## config.mk

```make
export PLATFORM = sky130hd
export DESIGN_NAME = cordic_rotation_engine
export DESIGN_NICKNAME = d
export VERILOG_FILES = /design/src/rtl/cordic_rotation_engine.sv
export SDC_FILE = /design/constraint.sdc
export NUM_CORES = 1
export LEC_CHECK = 0
export CORE_ASPECT_RATIO = 2
export CORE_UTILIZATION = 52
export DETAILED_ROUTE_END_ITERATION = 16
export GPL_TIMING_DRIVEN = 0
export PLACE_DENSITY = 0.89
export REMOVE_ABC_BUFFERS = 1
export SYNTH_ARGS = -nofsm -noshare
export SYNTH_HDL_FRONTEND = slang
export SYNTH_SLANG_ARGS = --single-unit
export TNS_END_PERCENT = 20
```

## constraint.sdc

```tcl
create_clock -name clk -period 3.82 [get_ports clk]
set_input_delay 0.955 -clock clk [delete_from_list [all_inputs] [get_ports clk]]
set_output_delay 0.955 -clock clk [all_outputs]
set_load 0.05 [all_outputs]
```

## src/rtl/cordic_rotation_engine.sv

```systemverilog
// Iterative rotation-mode CORDIC: 12 shift-add iterations drive the angle z to zero
// and rotate (x, y) by theta. The result carries the CORDIC gain of about 1.6468.
module cordic_rotation_engine (
    input  logic               clk,
    input  logic               rst_n,
    input  logic               start,
    input  logic signed [13:0] x_in,
    input  logic signed [13:0] y_in,
    input  logic signed [13:0] theta_in,
    output logic signed [13:0] x_out,
    output logic signed [13:0] y_out,
    output logic signed [13:0] z_out,
    output logic               busy,
    output logic               done,
    output logic               dbg_state
);

    // Handshake: start is sampled only while idle (busy=0); busy stays high for the
    // 12 iteration cycles and done pulses for one cycle as the outputs update.
    localparam logic [0:0] ST_IDLE = 1'b0;
    localparam logic [0:0] ST_ROT  = 1'b1;

    logic [0:0]         r_state;
    logic signed [13:0] r_x;
    logic signed [13:0] r_y;
    logic signed [13:0] r_z;
    logic [3:0]         r_i;
    logic signed [13:0] r_x_out;
    logic signed [13:0] r_y_out;
    logic signed [13:0] r_z_out;
    logic               r_busy;
    logic               r_done;

    logic signed [13:0] w_angle;
    logic signed [13:0] w_x_sh;
    logic signed [13:0] w_y_sh;
    logic signed [13:0] w_x_nxt;
    logic signed [13:0] w_y_nxt;
    logic signed [13:0] w_z_nxt;

    // atan(2^-i) in S1.12
    always_comb begin
        w_angle = 14'sd0;
        case (r_i)
            4'd0:  w_angle = 14'sd3217;
            4'd1:  w_angle = 14'sd1899;
            4'd2:  w_angle = 14'sd1003;
            4'd3:  w_angle = 14'sd509;
            4'd4:  w_angle = 14'sd256;
            4'd5:  w_angle = 14'sd128;
            4'd6:  w_angle = 14'sd64;
            4'd7:  w_angle = 14'sd32;
            4'd8:  w_angle = 14'sd16;
            4'd9:  w_angle = 14'sd8;
            4'd10: w_angle = 14'sd4;
            4'd11: w_angle = 14'sd2;
            default: w_angle = 14'sd0;
        endcase
    end

    always_comb begin
        w_x_sh = r_x >>> r_i;
        w_y_sh = r_y >>> r_i;
        if (!r_z[13]) begin
            w_x_nxt = r_x - w_y_sh;
            w_y_nxt = r_y + w_x_sh;
            w_z_nxt = r_z - w_angle;
        end else begin
            w_x_nxt = r_x + w_y_sh;
            w_y_nxt = r_y - w_x_sh;
            w_z_nxt = r_z + w_angle;
        end
    end

    always_ff @(posedge clk or negedge rst_n) begin
        if (!rst_n) begin
            r_state <= ST_IDLE;
            r_x     <= '0;
            r_y     <= '0;
            r_z     <= '0;
            r_i     <= '0;
            r_x_out <= '0;
            r_y_out <= '0;
            r_z_out <= '0;
            r_busy  <= 1'b0;
            r_done  <= 1'b0;
        end else begin
            r_done <= 1'b0;
            case (r_state)
                ST_IDLE: begin
                    if (start) begin
                        r_x     <= x_in;
                        r_y     <= y_in;
                        r_z     <= theta_in;
                        r_i     <= 4'd0;
                        r_busy  <= 1'b1;
                        r_state <= ST_ROT;
                    end
                end
                ST_ROT: begin
                    r_x <= w_x_nxt;
                    r_y <= w_y_nxt;
                    r_z <= w_z_nxt;
                    if (r_i == 4'd11) begin
                        // Last iteration result goes straight to the output registers.
                        r_x_out <= w_x_nxt;
                        r_y_out <= w_y_nxt;
                        r_z_out <= w_z_nxt;
                        r_done  <= 1'b1;
                        r_busy  <= 1'b0;
                        r_i     <= 4'd0;
                        r_state <= ST_IDLE;
                    end else begin
                        r_i <= r_i + 4'd1;
                    end
                end
                default: r_state <= ST_IDLE;
            endcase
        end
    end

    assign x_out     = r_x_out;
    assign y_out     = r_y_out;
    assign z_out     = r_z_out;
    assign busy      = r_busy;
    assign done      = r_done;
    assign dbg_state = r_state;

endmodule

```

==> results.toml <==
[detailed_routing]
first_pass_iters = 6
met3_wirelength_um = 1760
drt_iter0_markers = 835
drc = 0
routed_wl_um = 24700
met2_length_um = 12900
wl_met1_um = 8290
dr_total_vias = 7380
ant_nets = 0
wl_per_cell_um = 21.3
via_per_inst = 6.35
routed.top_layer = "met4"

[worst_setup_path]
rrSetupSlack_ns = -0.66
worstPathMaxFanout = 7
cp-start-kind = "flop"
required_ns = 4.04
path_cells = "buf_6 > buf_12 > buf_4 > mux2_2 > mux2i_2 > mux2i_1 > nor3_4 > nor2b_4 > a21oi_2 > xor2_1 > ha_1 > or3_1 > o21ai_2 > inv_1 > o211a_1 > o41ai_2 > xor2_1 > a21oi_1"
arrival_ns = 4.70
critPathBufInv = 4
critPathKind = "flop to flop"
worstRegToRegCells = 18
end_kind = "flop"
slowest_delay_ns = 0.54
crit_path_frequent_cell = "xor2_1"
r2r-start = "r_i[0]$_DFFE_PN0P_"
crit_family = "multiplexers"
timing.rr.end = "r_y[11]$_DFFE_PN0P_"
critical-path-slowest-cell = "dfrtp_4"

[global_routing]
grt_overflow = 0
antenna_found_initial = 0
grt_pass1_wl_um = 35300
gr-usage-all-layers = 0.309
grt_pass1_vias = 7301
grt_max_degree = 57

[synth]
async_flop_share = 1.00
ys_seq_elements = 91
synthesis.area_um2 = 7490
synth_seq_area_share = 0.304
synth_enable_flop_cells = 0
synth_ff_type = "dfrtp_1"
netlist_instances = 840
yosys.cell_types.count = 57
avgSynthCellArea_um2 = 8.92
yosys_warnings = 0

[floorplan]
fp.dieW_um = 86.9
initial_utilization = 0.536
ioPinCount = 90
row_count = 61
dieHeight_um = 172
dieArea_um2 = 14900
core_um2 = 14000

[clock_tree]
clockBufferDepth = 2
numCtsBuffers = 9
htreeDepth = 3
insertion_delay_ns = 0.37
cts_sinks = 91
root_buffer = "clkbuf_16"
cts.clk_slew.worst_paths_ns = 0.07
tritoncts = "done"

[timing]
rsz0062_at_grt = "yes"
setup_viol = 42
worst_slack_ns = -0.663
max_freq_mhz = 223
period_share = 1.17
hold_viol_final = 0
worst_pin_slew_ns = 1.47
slew_headroom = 0.0168
slew_violations = 0
period_needed_ns = 4.48
skew_ns = 0.00889

[placed_design]
numPortBuffers = 89
dp_hpwl_um = 14300
place_congestion = 0.880

[final_layout]
drive_gt1_frac = 0.242
syn2layout_area_growth_pct = 33.7
diodes = 0
final_nets = 1070
fin_util = 0.717

[min_path]
hold_depth = 2
holdPathEnd = "z_out[1]$_DFFE_PN0P_"
hp-start = "z_out[1]$_DFFE_PN0P_"
hold_path.class = "flop to flop"

[run]
maxCapViolCount = 0

[status]
violations = "setup timing"
status = "complete, but fails checks"
cells in the final DEF (no fill, tap or decap), types with 15 or more instances in the layout:
master           Yosys  layout
nand2_1            101      98
clkdlybuf4s50_1      0      87
dfrtp_1             91      85
a21oi_1             83      71
buf_4                0      62
nor2_1              61      56
o21ai_0             64      48
ha_1                54      46
xnor2_1             38      32
nor2b_1             31      29
a211oi_1            29      28
xor2_1              31      25
mux4_2              16      22
mux2i_1             27      20
inv_1               20      15
cell families (layout without fill, tap and decap cells):
family	count (synthesis)	after routing	share of synthesized area
AO/OA/AOI/OAI	245	245	0.198
buffers and inverters	72	205	0.0401
adder cells (fa/ha/maj)	57	57	0.0982
flip-flops	91	91	0.304
XOR/XNOR	69	69	0.0807
multiplexers	62	62	0.129
AND/OR/NAND/NOR	244	244	0.150
per-layer routing:
layer	vias up	GRT usage
li1	3249	-
met1	3507	0.321
met2	474	0.549
met3	150	0.0537
met4	0	0.219
met5	-	0
flip-flops by register name, summed over array words and instances, names as in the netlist:
register and cells:
done 1, r_i 4, y_out 14, z_out 14, dbg_state 1, r_z 14, r_y 14, r_x 14
x_out 14, busy 1
timing repair:
item,4_1_cts,5_1_grt
setup buffers,42,31
pin swaps,34,61
hold buffers,0,0
gates resized for setup,79,92
endpoints found under the setup margin,78,45
synth_stat cells, drive strengths merged, types with 9 or more instances:
cell type  instances  area [µm²]
a21o              10        75.1
buf               14        82.6
inv               21        78.8
o21bai             9        67.6
xnor2             38         333
a211oi            29         218
mux2              11         124
mux4              24         571
mux2i             27         270
dfrtp             91        2280
nand2            101         379
ha                54         676
o21ai             65         325
nor3              15        80.1
nor2b             31         194
nor2              62         240
clkbuf            35         131
a21oi             83         415
xor2              31         272
worst register-to-register path, delay by kind of cell (launching register included):
kind	cells	cell delay (ns)
compound gates	5	0.66
buf+inv	4	0.50
simple gates	3	0.80
flops	1	0.54
xor+xnor	2	0.55
fa+ha+maj	1	0.32
mux	3	0.97
layout make-up:
type	instances	area (µm²)
Inverter	23	96.3
Fill cell	946	3950
Timing Repair Buffer	166	1590
Multi-Input combinational cell	677	5470
Clock buffer	12	256
Clock inverter	4	72.6
Sequential cell	91	2290
Tap cell	189	236
through the flow:
| step | instance area [µm²] | setup TNS [ns] | std cells | worst slack [ns] | hold WS, ns |
|---|---|---|---|---|---|
| finish | 10000 | -13.19 | 1162 | -0.663 | 0.472 |
| global route | 10000 | -19.18 | 1162 | -0.726 | 0.510 |
| CTS | 9390 | -5.62 | 1131 | -0.356 | 0.477 |
| detailed placement | 8490 | -80.84 | 1073 | -1.91 | 0.461 |
| global placement | 8400 | -254.48 | 1069 | -2.10 | 0.456 |
| floorplan | 7280 | -38.77 | 791 | -1.07 | 0.536 |
how the worst max path moves through the flow:
stage / to / slack (ns) / from / cells past startpoint
floorplan: r_x[12]$_DFFE_PN0P_ / -1.07 / r_i[0]$_DFFE_PN0P_ / 15
global placement: y_out[6]$_DFFE_PN0P_ / -2.10 / dbg_state$_DFF_PN0_ / 3
detailed placement: x_out[12]$_DFFE_PN0P_ / -1.91 / r_i[3]$_DFFE_PN0P_ / 16
CTS: r_y[11]$_DFFE_PN0P_ / -0.36 / r_i[0]$_DFFE_PN0P_ / 16
global route: r_y[11]$_DFFE_PN0P_ / -0.73 / r_i[0]$_DFFE_PN0P_ / 18
finish: r_y[11]$_DFFE_PN0P_ / -0.66 / r_i[0]$_DFFE_PN0P_ / 18
Power is not shown: default switching activity piles up to over one toggle a cycle in this logic, so the estimate is an artifact.
